**src/rtl/n4_pkg.sv**
```systemverilog
// n4 convolution datapath shared parameters and helpers.
// Window geometry used by the window generator and the MAC array.
package n4_pkg;

  localparam int N4_WIDTH = 16;
  localparam int N4_IMG_W = 28;
  localparam int N4_IMG_H = 28;
  localparam int N4_K     = 5;

  // Flat element index of window position (r,c).
  function automatic int win_idx(
    input int r,
    input int c,
    input int k = N4_K
  );
    return r * k + c;
  endfunction

endpackage

```
**src/rtl/n4_line_buf.sv**
```systemverilog
// n4 line buffer: single-port circular RAM, read-before-write.
// Read is combinational so a chain of buffers shifts in one beat.
module n4_line_buf #(
  parameter int WIDTH = 16,
  parameter int DEPTH = 28,
  parameter int AW    = $clog2(DEPTH)
) (
  input  logic             clk,
  input  logic             en_i,
  input  logic [AW-1:0]    addr_i,
  input  logic [WIDTH-1:0] wdata_i,
  output logic [WIDTH-1:0] rdata_o
);

  logic [WIDTH-1:0] mem_q [DEPTH];

  assign rdata_o = mem_q[addr_i];

  always_ff @(posedge clk) begin
    if (en_i) begin
      mem_q[addr_i] <= wdata_i;
    end
  end

endmodule

```
**src/rtl/n4_window_gen.sv**
```systemverilog
// n4 streaming KxK sliding-window generator.
// Raster pixels in, one full in-image window per accepted beat out.
module n4_window_gen
  import n4_pkg::*;
#(
  parameter int WIDTH = N4_WIDTH,
  parameter int IMG_W = N4_IMG_W,
  parameter int IMG_H = N4_IMG_H,
  parameter int K     = N4_K
) (
  input  logic                 clk,
  input  logic                 rst_n,
  input  logic [WIDTH-1:0]     din,
  input  logic                 din_valid,
  output logic [K*K*WIDTH-1:0] window,
  output logic                 win_valid,
  output logic                 frame_done
);

  localparam int CW = $clog2(IMG_W);
  localparam int RW = $clog2(IMG_H);

  logic [CW-1:0]        col_q, col_d;
  logic [RW-1:0]        row_q, row_d;
  logic [K*K*WIDTH-1:0] win_q, win_d;
  logic                 wv_q, wv_d;
  logic                 fd_q, fd_d;
  logic                 last_col;
  logic                 last_row;

  logic [WIDTH-1:0] lb_rd [K-1];
  logic [WIDTH-1:0] lb_wr [K-1];
  logic [WIDTH-1:0] newcol [K];

  genvar gi;
  generate
    for (gi = 0; gi < K-1; gi++) begin : g_lb
      if (gi == 0) begin : g_head
        assign lb_wr[gi] = din;
      end else begin : g_tail
        assign lb_wr[gi] = lb_rd[gi-1];
      end

      n4_line_buf #(
        .WIDTH (WIDTH),
        .DEPTH (IMG_W),
        .AW    (CW)
      ) u_lb (
        .clk     (clk),
        .en_i    (din_valid),
        .addr_i  (col_q),
        .wdata_i (lb_wr[gi]),
        .rdata_o (lb_rd[gi])
      );
    end
  endgenerate

  // Buffer i holds the row i+1 above the current one.
  always_comb begin
    for (int r = 0; r < K; r++) begin
      newcol[r] = din;
    end
    for (int r = 0; r < K-1; r++) begin
      newcol[r] = lb_rd[K-2-r];
    end
  end

  assign last_col = (col_q == CW'(IMG_W-1));
  assign last_row = (row_q == RW'(IMG_H-1));

  always_comb begin
    col_d = col_q;
    row_d = row_q;
    win_d = win_q;
    wv_d  = 1'b0;
    fd_d  = 1'b0;
    if (din_valid) begin
      col_d = last_col ? '0 : col_q + 1'b1;
      if (last_col) begin
        row_d = last_row ? '0 : row_q + 1'b1;
      end
      for (int r = 0; r < K; r++) begin
        for (int c = 0; c < K-1; c++) begin
          win_d[win_idx(r, c, K)*WIDTH +: WIDTH] =
            win_q[win_idx(r, c+1, K)*WIDTH +: WIDTH];
        end
        win_d[win_idx(r, K-1, K)*WIDTH +: WIDTH] = newcol[r];
      end
      wv_d = (row_q >= RW'(K-1)) && (col_q >= CW'(K-1));
      fd_d = last_col && last_row;
    end
  end

  always_ff @(posedge clk or negedge rst_n) begin
    if (!rst_n) begin
      col_q <= '0;
      row_q <= '0;
      win_q <= '0;
      wv_q  <= 1'b0;
      fd_q  <= 1'b0;
    end else begin
      col_q <= col_d;
      row_q <= row_d;
      win_q <= win_d;
      wv_q  <= wv_d;
      fd_q  <= fd_d;
    end
  end

  assign window     = win_q;
  assign win_valid  = wv_q;
  assign frame_done = fd_q;

endmodule

```
**config.mk**
```make
export PLATFORM = sky130hd
export DESIGN_NAME = n4_window_gen
export DESIGN_NICKNAME = d
export VERILOG_FILES = /design/src/rtl/n4_pkg.sv /design/src/rtl/n4_line_buf.sv /design/src/rtl/n4_window_gen.sv
export SDC_FILE = /design/constraint.sdc
export NUM_CORES = 2
export LEC_CHECK = 0
export BUFFER_PORTS_ARGS = -buffer_cell sky130_fd_sc_hd__buf_4
export CAP_MARGIN = 15
export CORE_ASPECT_RATIO = 1.4
export CORE_MARGIN = 5
export CORE_UTILIZATION = 63
export CTS_BUF_LIST = sky130_fd_sc_hd__clkbuf_4 sky130_fd_sc_hd__clkbuf_8 sky130_fd_sc_hd__clkbuf_16
export DETAILED_ROUTE_END_ITERATION = 8
export PLACE_DENSITY_LB_ADDON = 0.25
export SETUP_SLACK_MARGIN = 0.4
export SLEW_MARGIN = 20
export SYNTH_ARGS = -nofsm -noshare
export SYNTH_HDL_FRONTEND = slang
export SYNTH_SLANG_ARGS = --single-unit
export TNS_END_PERCENT = 1
```
**constraint.sdc**
```tcl
create_clock -name clk -period 14.01 [get_ports clk]
set_input_delay 2.802 -clock clk [delete_from_list [all_inputs] [get_ports clk]]
set_output_delay 2.802 -clock clk [all_outputs]
set_load 0.05 [all_outputs]
```
==> run metrics <==
row count 158; Final #Nets 4683; worst setup path start col_q[0]$_DFFE_PN0P_; Initial Util 63.4%; clk_lat worst skew 0.82 ns; final hold vios 0; Clock Path Buffers 3; Placeable Area 132000 sq um; aggregate global routing overflow 0; Mean Syn Cell Area 20.1 sq um; Pint 14.2 mW; most frequent cell after synthesis edfxtp_1; DRC 0; Core Util, Final 72.0%; Total Negative Setup Slacks 0 ns; largest area contributor in the netlist edfxtp_1; largest net degree at the start of global routing 164; drt wl/cell 33.2 um; met1 Use GR roughly two fifths; Max VDD drop 0.247 mV; Logic pwr share 31.2%; count of cell types in the netlist 55; FF-to-FF Start col_q[0]$_DFFE_PN0P_; fraction of registers with async set/reset 18.7%; Vias 44100; Mapped Cells roughly 4200; Final Routed Wirelength 219 mm; Global Route met2 Usage 52.6%; Hold/Removal Path Class flip-flop to flip-flop; Final Power 22.4 mW; critical hold path startpoint window[326]$_DFFE_PN0P_; Pins Over Slew Limit 0; initial antenna violation count 8; H-tree depth 4; max-cap viol count 0; clock power share around a quarter; Die Y between 400 and 500 um; PostCTS Resize Cnt 0; register area share after synthesis 76.5%; IO Port Bufs 420; setup bufs post-CTS 0; status finished, final reports clean; endpoints failing setup 0; Seq pwr share 45.0%; Root Buffer clkbuf_16; Layout Skew 0.0246 ns; number of global-route vias before repair 44700; Leakage 33.4 nW; Critical Path RT 14.44 ns; nature of the critical path startpoint flip-flop; most common library cells after synthesis edfxtp_1 (1792), dfrtp_1 (412), mux2i_1 (377); global-route wire length before repair between 300 and 400 mm; Avg Vias per Cell 6.70; busiest grt layer met2; Die W 318 um; EDFF count, synth 1792; Worst Setup End Kind flip-flop; layout cells sized above 1 31.6%; Placed Cells slightly above 6000; Tmin final 5.56 ns; Rel. slew slack 17.3%; Clock transition at path regs 0.06 ns; achievable clock frequency 180 MHz; Mapped Area roughly 84000 sq um; CTS tree yes; RD Place Congestion approximately 0.85; RSZ-0062 raised after global routing false; Syn Nets ~4200; Hold-fix buffers, CTS 0; ANT nets after route 0; drt pass-1 iters 6; period utilization 39.7%; yosys warns 0; Main synth FF type edfxtp_1; violation count after the first detailed-route iteration 5560; power density over the cells about 240 nW/um^2; arrival time worst endpoint about 6.0 ns; Layout area overhead 13.6%; crit path kind flip-flop to flip-flop; HPWL after DPL 124 mm; synthesis-stage register bit count 2204; total CTS buffers 191; CTS sink cnt 2204; num ports approximately 420; Switch Pwr between 8 and 9 mW; worst-margin pin slew 1.24 ns; top-area cell type share of the netlist area 64.2%; switching portion of total power 36.6%; worst-path fanout max 83; top cells by area, synth edfxtp_1 (64%), dfrtp_1 (12%), mux4_2 (7.0%), mux2_2 (4.6%), mux2i_1 (4.5%); Post-Layout Cell Count 6590; die area 141000 sq um; GR Layer Usage met3 6.85%; Overall Global Routing Usage 31.0%
## power by group through the flow
stage / sequential, mW / combinational (mW) / clock [mW]
detailed placement: 10.2 / 6.93 / 0
CTS: 10.1 / 6.96 / 5.38
global route: 10.2 / 7.29 / 5.67
floorplan: 11.6 / 2.62 / 0
global placement: 10.2 / 6.77 / 0
finish: 10.1 / 7.01 / 5.34
## through the flow
stage	setup slack (ns)	cell area [sq um]	hold slack [ns]
final	8.45	95200	0.507
after global routing	8.21	95200	0.516
after CTS	8.22	95100	0.510
after detailed placement	7.82	88700	0.496
after global placement	7.85	88700	0.491
after floorplan	5.34	83800	0.506
## sequential cells by signal, indices dropped and copies added, names as in the netlist
register,cells
window,400
col_q,5
row_q,5
win_valid,1
frame_done,1
g_lb.u_lb.mem_q,1792
## worst max-delay path, stage by stage (launching register included)
cell	delay, ns
dfrtp_4	0.97
buf_12	0.54
buf_4	0.79
ha_1	0.35
nand2_1	0.41
or3_4	0.55
inv_4	0.50
buf_4	0.83
## layer usage
| layer | share of wire (%) | vias up |
|---|---|---|
| li1 | - | 17800 |
| met1 | 34 | 22900 |
| met2 | 51 | 2878 |
| met3 | 11 | 546 |
| met4 | 4.7 | 8 |
| met5 | 0.040 | - |
## layout make-up
type	count	area, sq um
flip-flops and latches	2204	64100
clock inverters	99	928
multi-input cells	1736	18400
diodes	6	15.0
well taps	1760	2200
fillers	7615	37100
repair buffers	517	3960
inverters	8	32.5
clock buffers	260	5480
## logic make-up after synthesis
kind of cell	synth area share (%)
buffers and inverters	1.87
adders and majority gates	0.0896
muxes	16.1
DFF	76.5
AOI/OAI and AO/OA	3.29
xor gates and xnor gates	0.0105
and+or+nand+nor	2.18
## worst paths after layout
path | end | slack, ns | depth (start not counted)
max | g_lb[1].u_lb.mem_q[27][6]$_DFFE_PP_ | 8.45 | 7
min | window[326]$_DFFE_PN0P_ | 0.51 | 1
max reg2reg | g_lb[1].u_lb.mem_q[27][6]$_DFFE_PP_ | 8.45 | 7
min reg2reg | window[326]$_DFFE_PN0P_ | 0.51 | 1
max in group asynchronous | col_q[3]$_DFFE_PN0P_ | 9.77 | 3
min in group asynchronous | window[86]$_DFFE_PN0P_ | 1.99 | 1
## cells in the final DEF, fill, tap and decap left out, drive strengths merged, types with 8 or more instances in the layout
cell type,synthesis,layout
nand3,38,38
mux2,342,342
nor2b,8,8
a211oi,13,13
clkinv,0,68
a22o,45,45
edfxtp,1792,1792
o22ai,154,154
a31oi,36,36
a21o,22,22
bufinv,0,14
mux4,259,259
inv,8,16
a21oi,21,21
a22oi,51,51
nor4,24,24
nand2,93,93
clkinvlp,0,9
and2,22,22
mux2i,377,377
nor3,26,26
a41oi,29,29
buf,138,517
dfrtp,412,412
o21ai,12,12
clkbuf,92,260
nor2,114,114
Power figures use the tool's default switching activity.
